[src/rtl/e10_ex_pkg.sv]
// rtl/e10_ex_pkg.sv - shared types and constants for the execute-stage sequencer
// Optional divider is enabled with E10_EX_DIV_EN.
package e10_ex_pkg;

  localparam int XLEN      = 32;
  localparam int DIV_ITERS = 32;

  typedef enum logic [1:0] {
    ST_IDLE    = 2'd0,
    ST_DIV_RUN = 2'd1,
    ST_DIV_FIX = 2'd2
  } ex_state_t;

  localparam logic [1:0] DIV_OP_DIV  = 2'b00;
  localparam logic [1:0] DIV_OP_DIVU = 2'b01;
  localparam logic [1:0] DIV_OP_REM  = 2'b10;
  localparam logic [1:0] DIV_OP_REMU = 2'b11;

  localparam logic [XLEN-1:0] DIV_ZERO_QUOT = 32'hFFFF_FFFF;
  localparam logic [XLEN-1:0] INT_MIN       = 32'h8000_0000;

  // Low bit of the div opcode selects unsigned; high bit selects remainder.
  function automatic logic div_is_signed(input logic [1:0] op);
    return ~op[0];
  endfunction

endpackage

[src/rtl/ex_seq_ctrl_div_step.sv]
// rtl/ex_seq_ctrl_div_step.sv - one combinational radix-2 restoring divide iteration
// Used by ex_seq_ctrl when E10_EX_DIV_EN is defined.
module div_step
  import e10_ex_pkg::*;
(
  input  logic [XLEN-1:0] i_rem,
  input  logic [XLEN-1:0] i_quot,
  input  logic [XLEN-1:0] i_divisor,
  output logic [XLEN-1:0] o_rem,
  output logic [XLEN-1:0] o_quot
);

  logic [XLEN:0] w_shift;
  logic [XLEN:0] w_diff;
  logic          w_fits;

  assign w_shift = {i_rem, i_quot[XLEN-1]};
  assign w_diff  = w_shift - {1'b0, i_divisor};
  assign w_fits  = (w_shift >= {1'b0, i_divisor});

  // The partial remainder is always below the divisor, so the difference fits XLEN bits.
  assign o_rem  = w_fits ? w_diff[XLEN-1:0] : w_shift[XLEN-1:0];
  assign o_quot = {i_quot[XLEN-2:0], w_fits};

endmodule

[src/rtl/ex_seq_ctrl.sv]
// rtl/ex_seq_ctrl.sv - execute-stage sequencer: single-cycle ALU ops plus optional iterative divider
// Divider, DIV_RUN/DIV_FIX and sign handling exist only when E10_EX_DIV_EN is defined.
module ex_seq_ctrl
  import e10_ex_pkg::*;
(
  input  logic        clk,
  input  logic        rst,
  input  logic        issue_valid_in,
  output logic        issue_ready_out,
  input  logic        is_div_in,
  input  logic [1:0]  div_op_in,
  input  logic [4:0]  alu_op_in,
  input  logic [1:0]  alu_mode_select_in,
  input  logic [31:0] pc_ex,
  input  logic [31:0] reg_1_in,
  input  logic [31:0] reg_2_in,
  input  logic [31:0] imm_data_in,
  input  logic        flush_in,
  output logic [4:0]  alu_op_out,
  output logic [1:0]  alu_mode_select_out,
  input  logic [31:0] alu_result_in,
  input  logic        alu_zero_in,
  output logic        result_valid_out,
  output logic [31:0] result_out,
  output logic        zero_out
);

  logic [31:0] r_result;
  logic        r_zero;
  logic        r_valid;

  assign result_out       = r_result;
  assign zero_out         = r_zero;
  assign result_valid_out = r_valid;

`ifdef E10_EX_DIV_EN

  ex_state_t   r_state;
  ex_state_t   w_state_nxt;
  logic [4:0]  r_alu_op;
  logic [1:0]  r_alu_mode;
  logic [31:0] r_rem;
  logic [31:0] r_quot;
  logic [31:0] r_divisor;
  logic [4:0]  r_cnt;
  logic        r_neg_q;
  logic        r_neg_r;
  logic        r_sel_rem;

  logic        w_signed;
  logic        w_div_zero;
  logic        w_overflow;
  logic [31:0] w_abs_a;
  logic [31:0] w_abs_b;
  logic [31:0] w_rem_nxt;
  logic [31:0] w_quot_nxt;
  logic [31:0] w_fix_q;
  logic [31:0] w_fix_r;
  logic [31:0] w_fix;
  logic        w_unused;

  assign w_unused = &{1'b0, pc_ex, imm_data_in};

  assign w_signed   = div_is_signed(div_op_in);
  assign w_div_zero = (reg_2_in == 32'd0);
  assign w_overflow = w_signed && (reg_1_in == INT_MIN) && (reg_2_in == 32'hFFFF_FFFF);
  assign w_abs_a    = (w_signed && reg_1_in[31]) ? (32'd0 - reg_1_in) : reg_1_in;
  assign w_abs_b    = (w_signed && reg_2_in[31]) ? (32'd0 - reg_2_in) : reg_2_in;

  div_step u_div_step (
    .i_rem     (r_rem),
    .i_quot    (r_quot),
    .i_divisor (r_divisor),
    .o_rem     (w_rem_nxt),
    .o_quot    (w_quot_nxt)
  );

  assign w_fix_q = r_neg_q ? (32'd0 - r_quot) : r_quot;
  assign w_fix_r = r_neg_r ? (32'd0 - r_rem) : r_rem;
  assign w_fix   = r_sel_rem ? w_fix_r : w_fix_q;

  always_ff @(posedge clk) begin
    if (rst) begin
      r_state <= ST_IDLE;
    end else begin
      r_state <= w_state_nxt;
    end
  end

  always_comb begin
    w_state_nxt         = r_state;
    issue_ready_out     = 1'b0;
    alu_op_out          = r_alu_op;
    alu_mode_select_out = r_alu_mode;
    case (r_state)
      ST_IDLE: begin
        issue_ready_out     = 1'b1;
        alu_op_out          = alu_op_in;
        alu_mode_select_out = alu_mode_select_in;
        if (issue_valid_in && is_div_in) begin
          w_state_nxt = (w_div_zero || w_overflow) ? ST_DIV_FIX : ST_DIV_RUN;
        end
      end
      ST_DIV_RUN: begin
        if (r_cnt == 5'(DIV_ITERS - 1)) begin
          w_state_nxt = ST_DIV_FIX;
        end
      end
      ST_DIV_FIX: w_state_nxt = ST_IDLE;
      default:    w_state_nxt = ST_IDLE;
    endcase
    if (flush_in) begin
      w_state_nxt = ST_IDLE;
    end
  end

  always_ff @(posedge clk) begin
    if (rst) begin
      r_result   <= 32'd0;
      r_zero     <= 1'b0;
      r_valid    <= 1'b0;
      r_alu_op   <= 5'd0;
      r_alu_mode <= 2'd0;
      r_rem      <= 32'd0;
      r_quot     <= 32'd0;
      r_divisor  <= 32'd0;
      r_cnt      <= 5'd0;
      r_neg_q    <= 1'b0;
      r_neg_r    <= 1'b0;
      r_sel_rem  <= 1'b0;
    end else begin
      r_valid <= 1'b0;
      if (!flush_in) begin
        case (r_state)
          ST_IDLE: begin
            if (issue_valid_in) begin
              r_alu_op   <= alu_op_in;
              r_alu_mode <= alu_mode_select_in;
              if (is_div_in) begin
                r_cnt     <= 5'd0;
                r_sel_rem <= div_op_in[1];
                r_divisor <= w_abs_b;
                // Special cases load final values with sign flags cleared so DIV_FIX passes them through.
                if (w_div_zero) begin
                  r_quot  <= DIV_ZERO_QUOT;
                  r_rem   <= reg_1_in;
                  r_neg_q <= 1'b0;
                  r_neg_r <= 1'b0;
                end else if (w_overflow) begin
                  r_quot  <= INT_MIN;
                  r_rem   <= 32'd0;
                  r_neg_q <= 1'b0;
                  r_neg_r <= 1'b0;
                end else begin
                  r_quot  <= w_abs_a;
                  r_rem   <= 32'd0;
                  r_neg_q <= w_signed && (reg_1_in[31] ^ reg_2_in[31]);
                  r_neg_r <= w_signed && reg_1_in[31];
                end
              end else begin
                r_result <= alu_result_in;
                r_zero   <= alu_zero_in;
                r_valid  <= 1'b1;
              end
            end
          end
          ST_DIV_RUN: begin
            r_rem  <= w_rem_nxt;
            r_quot <= w_quot_nxt;
            r_cnt  <= r_cnt + 5'd1;
          end
          ST_DIV_FIX: begin
            r_result <= w_fix;
            r_zero   <= (w_fix == 32'd0);
            r_valid  <= 1'b1;
          end
          default: ;
        endcase
      end
    end
  end

`else

  logic w_unused;

  assign w_unused = &{1'b0, is_div_in, div_op_in, pc_ex, reg_1_in, reg_2_in, imm_data_in};

  assign issue_ready_out     = 1'b1;
  assign alu_op_out          = alu_op_in;
  assign alu_mode_select_out = alu_mode_select_in;

  always_ff @(posedge clk) begin
    if (rst) begin
      r_result <= 32'd0;
      r_zero   <= 1'b0;
      r_valid  <= 1'b0;
    end else begin
      r_valid <= 1'b0;
      if (issue_valid_in && !flush_in) begin
        r_result <= alu_result_in;
        r_zero   <= alu_zero_in;
        r_valid  <= 1'b1;
      end
    end
  end

`endif

endmodule

[config.mk]
export PLATFORM = sky130hd
export DESIGN_NAME = ex_seq_ctrl
export DESIGN_NICKNAME = d
export VERILOG_FILES = /design/src/rtl/e10_ex_pkg.sv /design/src/rtl/ex_seq_ctrl_div_step.sv /design/src/rtl/ex_seq_ctrl.sv
export SDC_FILE = /design/constraint.sdc
export NUM_CORES = 1
export LEC_CHECK = 0
export CORE_MARGIN = 2
export CORE_UTILIZATION = 25
export DETAILED_ROUTE_END_ITERATION = 12
export PLACE_DENSITY = 0.82
export SLEW_MARGIN = 10
export SYNTH_ARGS = -nofsm -noshare
export SYNTH_HDL_FRONTEND = slang
export SYNTH_SLANG_ARGS = --single-unit
[constraint.sdc]
create_clock -name clk -period 0.88 [get_ports clk]
set_clock_uncertainty 0.05 [all_clocks]
set_input_delay 0.132 -clock clk [delete_from_list [all_inputs] [get_ports clk]]
set_output_delay 0.132 -clock clk [all_outputs]
set_load 0.01 [all_outputs]
==> results of run 1 <==
-- state kept, by name, indices dropped and copies added (netlist names) --
| name | count |
|---|---|
| result_out | 32 |
| zero_out | 1 |
| result_valid_out | 1 |
-- timing repair --
action	in CTS	in global routing
buffers inserted	2	4
endpoints found under the setup margin	68	34
gates cloned	1	0
gates resized for setup	209	1
-- per-layer routing --
layer,track usage [%],wire (microns),vias to the layer above,part of all wire (%)
met5,0,0,-,0
met4,6.60,161,0,3.3
met3,3.93,319,11,6.4
met2,25.0,2490,49,50
met1,14.6,1980,704,40
li1,-,-,704,-
-- path summary, 6_finish.rpt --
path | start | endpoint | depth (start not counted)
max | result_out[19] | result_out[19] | 1
min | alu_op_in[0] | alu_op_out[0] | 0
max reg2reg | result_out[17] | result_out[17] | 3
min reg2reg | result_out[8] | result_out[8] | 2
-- cell families (layout without fill, tap and decap cells) --
kind of cell,count (synthesis),after routing
AND/OR/NAND/NOR,68,68
flip-flops,34,34
AO/OA/AOI/OAI,33,33
buffers and inverters,24,100
other,1,1
-- cell usage after synthesis, drive strengths merged --
cell     number  area, sq um
clkbuf        6         22.5
buf          18          129
nor2b         1         6.26
conb          1         3.75
dfxtp        34          681
nand2b       33          206
o21ai        33          176
and2b         1         10.0
nand4bb      33          372
-- cells in the final DEF, fill, tap and decap left out, drive strengths merged --
master,count
nand2b,33
conb,1
bufinv,1
buf,57
nor2b,1
clkbuf,6
o21ai,33
dlygate4sd2,3
nand4bb,33
clkdlybuf4s50,33
and2b,1
dfxtp,34
-- through the flow --
step / instances / hold WS (ps)
finish: 313 / 214
CTS: 309 / 214
floorplan: 160 / 249
global route: 313 / 214
global placement: 299 / 214
detailed placement: 299 / 214
-- power breakdown --
group | switching, mW | internal [mW]
combinational | 0.261 | 0.467
sequential | 0.0574 | 1.63
clock | 0.567 | 0.906
-- final cells by class --
type / count / area (sq um)
repair buffers: 93 / 970
multi-input cells: 102 / 774
flip-flops and latches: 34 / 723
clock buffers: 6 / 82.6
clock inverters: 1 / 30.0
fillers: 602 / 3600
well taps: 77 / 96.3
==> results.md, run 1 <==
- Clk slew on worst S/H paths: 60 ps
- Post-route ant nets: 0
- Simple-gate share of the synthesized area: 37.0%
- TritonRoute pass-1 iters: 4
- Post-synthesis adder-cell area fraction: 0%
- Grt ovf: 0
- Worst path cell trace: buf_6
- First-pass GRT wire length: 7580 microns
- Flop2flop setup slack: 150 ps
- WS Path Type: flip-flop to primary output
- Hold buffer count at CTS: 0
- Proportion of synthesized area in mux cells: 0%
- Starting Density: 25.6%
- CTS H-tree lvls: 2
- Die Span Y: between 80 and 90 microns
- Clk Latency, worst-skew pair: 290 ps
- Cells after synthesis: 160
- Via count: roughly 1500
- Routed WL: 4950 microns
- Seq cells post-synth: 34
- Setup violations, final: 34
- Vias in the first global route: 1533
- Leakage power: roughly 1.0 nW
- Sum Neg Setup Slack: -1120 ps
- Row cnt: 29
- Post-DP Area: 2410 sq um
- Layout area overhead: 66.6%
- Setup WS pre-CTS: -430 ps
- Post-DR vias/cell: between 4 and 5
- Post-detail-place hpwl: 3290 microns
- Initial antenna violation count: 0
- Top Family by Delay on Critical Path: flip-flops
- Final worst setup slack: -55.9 ps
- Share of cells above drive strength 1: 43.2%
- Fin crit share: 106%
- 1st-iter DRT viols: 57
- I/O Buffers: 70
- Core area: 6280 sq um
- Max_cap viols: 0
- Sequential area share after synthesis: 42.4%
- Slowest CP cell: dfxtp_2
- Fin crit period: 936 ps
- Startpoint Class: flip-flop
- Ports: 217
- Max Fanout on Critical Path: 2
- Max Fclk: 1070 MHz
- Compound-Gate Fraction of Synth Area: 11.0%
- Die Span X: 84.2 microns
- Post-layout util: between 40% and 50%
- Max VDD drop: 0.000737 V
- Clock Tree Root: clkbuf_8
- Final Total Pwr: 3.89 mW
- Synthesized area: around 1600 sq um
- XOR/XNOR share of the synthesized area: 0%
- Post-synth cell types: 13
- Die area: just over 7000 sq um
- Endpoint type of the worst setup path: primary output
- Clock sink total: 34
- GRT Overall Usage: 13.8%
- Violated checks: negative setup slack
- Final Hold Fails: 0
- Status: finished with violations
- Final Max Tran Viols: 0
- WP data required: 700 ps
- Synth warn: 0
- TritonCTS Buffers: 5
- Syn avg cell area: 10.0 sq um
- Final GP Congestion: 0.689
- Pin count of the biggest net entering global routing: 35
- Power density over the cells: 1450 nW/um^2
- Cell area after layout: 2680 sq um
- Fin nets: approximately 410
- DR DRC count: 0
- RSZ-0062 raised after global routing: true
- Ant. Diodes: 0
- Hold Path Class: input pin to primary output
- TritonCTS clock tree: yes
- Synthesized net count: 335
- DR WL/cell: ~16 microns
- Main combinational cell family by area after synthesis: simple AND/OR/NAND/NOR gates
- Buf+Inv Stages, Crit Path: 1
- Delay of the slowest critical-path stage: ~360 ps
- Arrival time at the worst endpoint: 750 ps
- Max clock buf depth: 2
Note: power is estimated with default switching activity, not from simulation.
==> run 2, diff against run 1 <==
--- a/config.mk
+++ b/config.mk
@@ -5,10 +5,10 @@
 export SDC_FILE = /design/constraint.sdc
 export NUM_CORES = 1
 export LEC_CHECK = 0
-export CORE_MARGIN = 2
-export CORE_UTILIZATION = 25
+export CORE_AREA = 2 2 84 86
 export DETAILED_ROUTE_END_ITERATION = 12
-export PLACE_DENSITY = 0.82
+export DIE_AREA = 0 0 86 88
+export DONT_BUFFER_PORTS = 1
 export SLEW_MARGIN = 10
 export SYNTH_ARGS = -nofsm -noshare
 export SYNTH_HDL_FRONTEND = slang
==> run 2 against run 1 <==
  * Sequential power barely moved
  * Power fell by 15%
  * First-iteration DRC count fell by 33%
  * Hold slack got worse by 330 ps
  * Maximum frequency rose by 0.76%
  * Non-clock buffer count fell by 42
  * The run ends with negative hold slack, negative setup slack left
  * Critical path depth did not move
  * Clock-buffer cell count rose by 1
  * Via count fell by 13%
  * Combinational power fell by 43%
  * Cell area fell by 17%
  * Critical path type unchanged
  * Sequential share of layout area rose by 5.2 points
==> results.md, run 2 (same netlist as run 1, synthesis figures left out) <==
- Max reg flops: 32
- DR WL/cell: roughly 16 microns
- Post-layout util: 33.3%
- Vias in the first global route: between 1000 and 1500
- Pint: 2.55 mW
- Final worst setup slack: -48.9 ps
- Core area: 6640 sq um
- Clock sink total: 34
- Switching Share: 23.3%
- I/O Buffers: 0
- Routed WL: 4510 microns
- WS Path Type: flip-flop to primary output
- Share of cells above drive strength 1: around 29%
- Ports: 217
- Via count: 1282
- Post-route ant nets: 0
- Most frequent cells in the layout: 33 x nand2b_1, 33 x nand4bb_1, 29 x dlygate4sd3_1
- Post-detail-place hpwl: 2790 microns
- WL met3: around 440 microns
- Max layer used: met4
- Leakage power: 0.778 nW
- Part of the power in combinational logic: between 10% and 20%
- Die area: roughly 7600 sq um
- Layout area overhead: 37.6%
- Max Fanout on Critical Path: 2
- Hold Path Class: input pin to flip-flop
- Flop pwr share: 51.2%
- Post-DP Area: 1710 sq um
- Arrival time at the worst endpoint: around 750 ps
- Status: finished with violations
- TritonCTS Buffers: 5
- Cell area after layout: 2210 sq um
- Max_cap viols: 0
- Ant. Diodes: 0
- Placed cell count: 233
- Hold Path Origin: rst
- First-pass GRT wire length: approximately 7100 microns
- Worst Setup SP: result_out[26]
- M1 wire length: 2120 microns
- TritonCTS clock tree: yes
- Row cnt: 30
- Max clock buf depth: 2
- DR DRC count: 0
- Max VDD drop: 0.000755 V
- NetSw: 774 uW
- Clock power share: 36.2%
- Setup WS pre-CTS: 60.4 ps
- Final Hold Slack: -115 ps
- R2r startpoint: result_out[22]
- Initial antenna violation count: 0
- 1st-iter DRT viols: 38
- Buf+Inv Stages, Crit Path: 1
- Clock Tree Root: clkbuf_8
- Final Hold Fails: 33
- Violated checks: negative hold slack, negative setup slack
- Die Span Y: 88 microns
- Startpoint Class: flip-flop
- Fin nets: 369
- Post-DR vias/cell: 4.66
- RSZ-0062 raised after global routing: true
- Fin crit period: between 900 and 1000 ps
- Fin crit share: 106%
- CTS H-tree lvls: 2
- GRT Overall Usage: 12.2%
- Setup violations, final: 14
- Top Family by Delay on Critical Path: flip-flops
- Endpoint type of the worst setup path: primary output
- Clk Latency, worst-skew pair: 280 ps
- Grt ovf: 0
- Slowest CP cell: dfxtp_2
- Die Span X: 86 microns
- Power density over the cells: 1500 nW/um^2
- Met2 WL: 1900 microns
- Max Fclk: 1080 MHz
- Layout Cells excl Fill: 275
- Clk slew on worst S/H paths: 70 ps
- Final GP Congestion: 0.658
- Delay of the slowest critical-path stage: between 300 and 400 ps
- WP data required: 700 ps
- Worst path cell trace: buf_6
- Pin count of the biggest net entering global routing: 68
- Final Max Tran Viols: 0
- TritonRoute pass-1 iters: 4
- Starting Density: 24.2%
==> run 2: what timing repair did <==
item | CTS | global route
gates resized for setup | 29 | 9
endpoints found under the hold margin | 34 | 31
buffers inserted | 0 | 5
cloned | 0 | 0
hold buffers | 23 | 6
setup endpoints to repair | 15 | 22
==> run 2: cell type report <==
| type | instances | area [sq um] |
|---|---|---|
| Clock buffer | 7 | 86.3 |
| Tap cell | 80 | 100 |
| Clock inverter | 1 | 5.00 |
| Fill cell | 688 | 4430 |
| Multi-Input combinational cell | 102 | 774 |
| Timing Repair Buffer | 51 | 533 |
| Sequential cell | 34 | 712 |
==> run 2: final timing paths <==
kind                                          to  slack [ps]  depth (start not counted)
worst max register to register    result_out[22]         150                          3
worst max-delay path              result_out[26]         -50                          1
worst min register to register    result_out[12]         430                          2
worst min-delay path            result_valid_out        -120                          1
==> run 2: layer usage <==
layer | up-vias | track usage, %
met3 | 8 | 5.84
li1 | 626 | -
met2 | 49 | 17.6
met5 | - | 0
met1 | 599 | 16.2
met4 | 0 | 3.75
==> run 2: metrics by stage <==
| stage | setup TNS (ps) | power, mW |
|---|---|---|
| 6_report | -419 | 3.32 |
| 5_1_grt | -811 | 3.47 |
| 4_1_cts | -608 | 3.33 |
| 3_5_place_dp | 0 | 2.00 |
| 3_3_place_gp | 0 | 1.99 |
| 2_1_floorplan | 0 | 1.99 |
==> run 2: power by group through the flow <==
stage / combinational [mW] / sequential [mW] / clock (mW)
CTS: 0.381 / 1.70 / 1.25
global placement: 0.271 / 1.72 / 0
detailed placement: 0.275 / 1.72 / 0
floorplan: 0.269 / 1.72 / 0
finish: 0.416 / 1.70 / 1.20
global route: 0.448 / 1.71 / 1.31
==> run 3, diff against run 2 <==
--- a/config.mk
+++ b/config.mk
@@ -5,10 +5,13 @@
 export SDC_FILE = /design/constraint.sdc
 export NUM_CORES = 1
 export LEC_CHECK = 0
+export CELL_PAD_IN_SITES_DETAIL_PLACEMENT = 0
+export CELL_PAD_IN_SITES_GLOBAL_PLACEMENT = 1
 export CORE_AREA = 2 2 84 86
 export DETAILED_ROUTE_END_ITERATION = 12
 export DIE_AREA = 0 0 86 88
 export DONT_BUFFER_PORTS = 1
+export PLACE_DENSITY_LB_ADDON = 0.1
 export SLEW_MARGIN = 10
 export SYNTH_ARGS = -nofsm -noshare
 export SYNTH_HDL_FRONTEND = slang
==> run 3 against run 2 <==
  * The run still ends with negative hold slack, negative setup slack left
  * Flip-flop and latch count unchanged
  * Combinational power down 4%
  * Sequential share of layout area grew 0.58 points
  * Wire length rose by 2.2%
  * Non-clock buffer count fell by 3
  * Utilization is 0.58 points lower
  * Cell area down 1.8%
  * Global-route usage up 0.11 points
  * Clock-buffer cell count unchanged
==> results.md, run 3 (same netlist as run 1, synthesis figures left out) <==
- Status: finished with violations
- Violated checks: negative hold slack, negative setup slack
- Die area: 7570 sq um
- Post-DR vias/cell: 4.67
- Max VDD drop: 0.000682 V
- Initial antenna violation count: 0
- Layout area overhead: 35.2%
- Pin count of the biggest net entering global routing: 68
- Fill count: 681
- R2r startpoint: result_out[19]
- Setup violations, final: 13
- Clock sink total: 34
- R2R depth: 3
- Worst path cell trace: buf_6
- Startpoint Class: flip-flop
- WS Path Type: flip-flop to primary output
- Post-route ant nets: 0
- CP endpoint: result_out[26]
- Fin crit period: 924 ps
- Fin nets: around 370
- Flop2flop setup slack: 150 ps
- Clock Tree Root: clkbuf_8
- GRT Overall Usage: 12.4%
- WP data required: 700 ps
- Crit path depth: 1
- DR DRC count: 0
- Setup WS pre-CTS: 49.4 ps
- Top Family by Delay on Critical Path: flip-flops
- Vias in the first global route: around 1400
- Share of cells above drive strength 1: 28.6%
- Most frequent cells in the layout: 33 x nand2b_1, 33 x nand4bb_1, 29 x dlygate4sd3_1
- Final worst setup slack: -44.0 ps
- Max_cap viols: 0
- Arrival time at the worst endpoint: 740 ps
- Power density over the cells: 1520 nW/um^2
- Max Fclk: ~1100 MHz
- TritonCTS clock tree: yes
- Fin crit share: 105%
- Grt ovf: 0
- Via count: between 1000 and 1500
- Core area: 6640 sq um
- Routed WL: 4610 microns
- Starting Density: 24.2%
- Slowest CP cell: dfxtp_2
- Final GP Congestion: between 0.7 and 0.8
- M1 wire length: 1950 microns
- Ant. Diodes: 0
- 1st-iter DRT viols: 24
- Hold buffer count at CTS: 29
- RSZ-0062 raised after global routing: true
- WL met3: ~600 microns
- Row cnt: 30
- Clk slew on worst S/H paths: 70 ps
- Final Hold Fails: 34
- Worst Setup SP: result_out[26]
- Max layer used: met4
- Final Total Pwr: 3.31 mW
- CTS H-tree lvls: 2
- Buf+Inv Stages, Crit Path: 1
- Max clock buf depth: 2
- I/O Buffers: 0
- TritonCTS Buffers: 5
- Clk Latency, worst-skew pair: 280 ps
- Cell area after layout: roughly 2200 sq um
- Endpoint type of the worst setup path: primary output
- Met2 WL: 2000 microns
- DR WL/cell: 16.9 microns
- Post-DP Area: between 1500 and 2000 sq um
- Final Hold Slack: -122 ps
- Max reg flops: 32
- First-pass GRT wire length: 7020 microns
- Hold Path Class: input pin to flip-flop
- Leakage power: 0.758 nW
- Delay of the slowest critical-path stage: around 350 ps
- Post-detail-place hpwl: about 2900 microns
- Max Fanout on Critical Path: 2
- Ports: 217
- R2R Path End: result_out[19]
- TritonRoute pass-1 iters: 4
- Die Span X: 86 microns
- Die Span Y: 88 microns
- Final Max Tran Viols: 0
==> run 3: cell type report <==
type	count	area, sq um	share of cell area (%)
multi-input combinational	102	774	35.7
sequential	34	712	32.8
timing repair buffer	48	494	22.8
tap	80	100	4.61
clock buffer	7	86.3	3.97
clock inverter	1	5.00	0.230
==> run 3: timing repair <==
item | 4_1_cts | 5_1_grt
gates cloned | 0 | 0
buffers inserted | 0 | 3
setup endpoints to repair | 14 | 24
resized for setup | 27 | 11
hold endpoints to repair | 34 | 32
==> run 3: layer usage <==
layer,GRT usage (%),vias to the layer above
met2,18.3,47
li1,-,618
met4,3.90,0
met3,8.48,6
met5,0,-
met1,14.4,599
==> run 3: worst min-delay path by stage <==
stage | cells past startpoint | slack, ps | endpoint | from
detailed placement | 1 | 170 | result_valid_out | rst
floorplan | 2 | 250 | result_out[0] | alu_result_in[0]
finish | 1 | -120 | result_valid_out | rst
global placement | 1 | 160 | result_valid_out | rst
global route | 1 | -140 | result_valid_out | rst
CTS | 1 | -150 | result_valid_out | rst
==> run 3: where the power goes <==
group	internal, mW	total, mW	switching (mW)
registers	1.63	1.70	0.0755
clock network	0.632	1.21	0.576
logic	0.276	0.400	0.124
==> run 3: stage by stage <==
step	hold slack, ps	TNS (ps)	util [%]	cells
3_3_place_gp	162	0	25.4	232
6_report	-122	-378	32.7	272
2_1_floorplan	249	0	-	160
5_1_grt	-145	-734	32.7	272
3_5_place_dp	168	0	25.4	232
4_1_cts	-147	-529	32.1	269
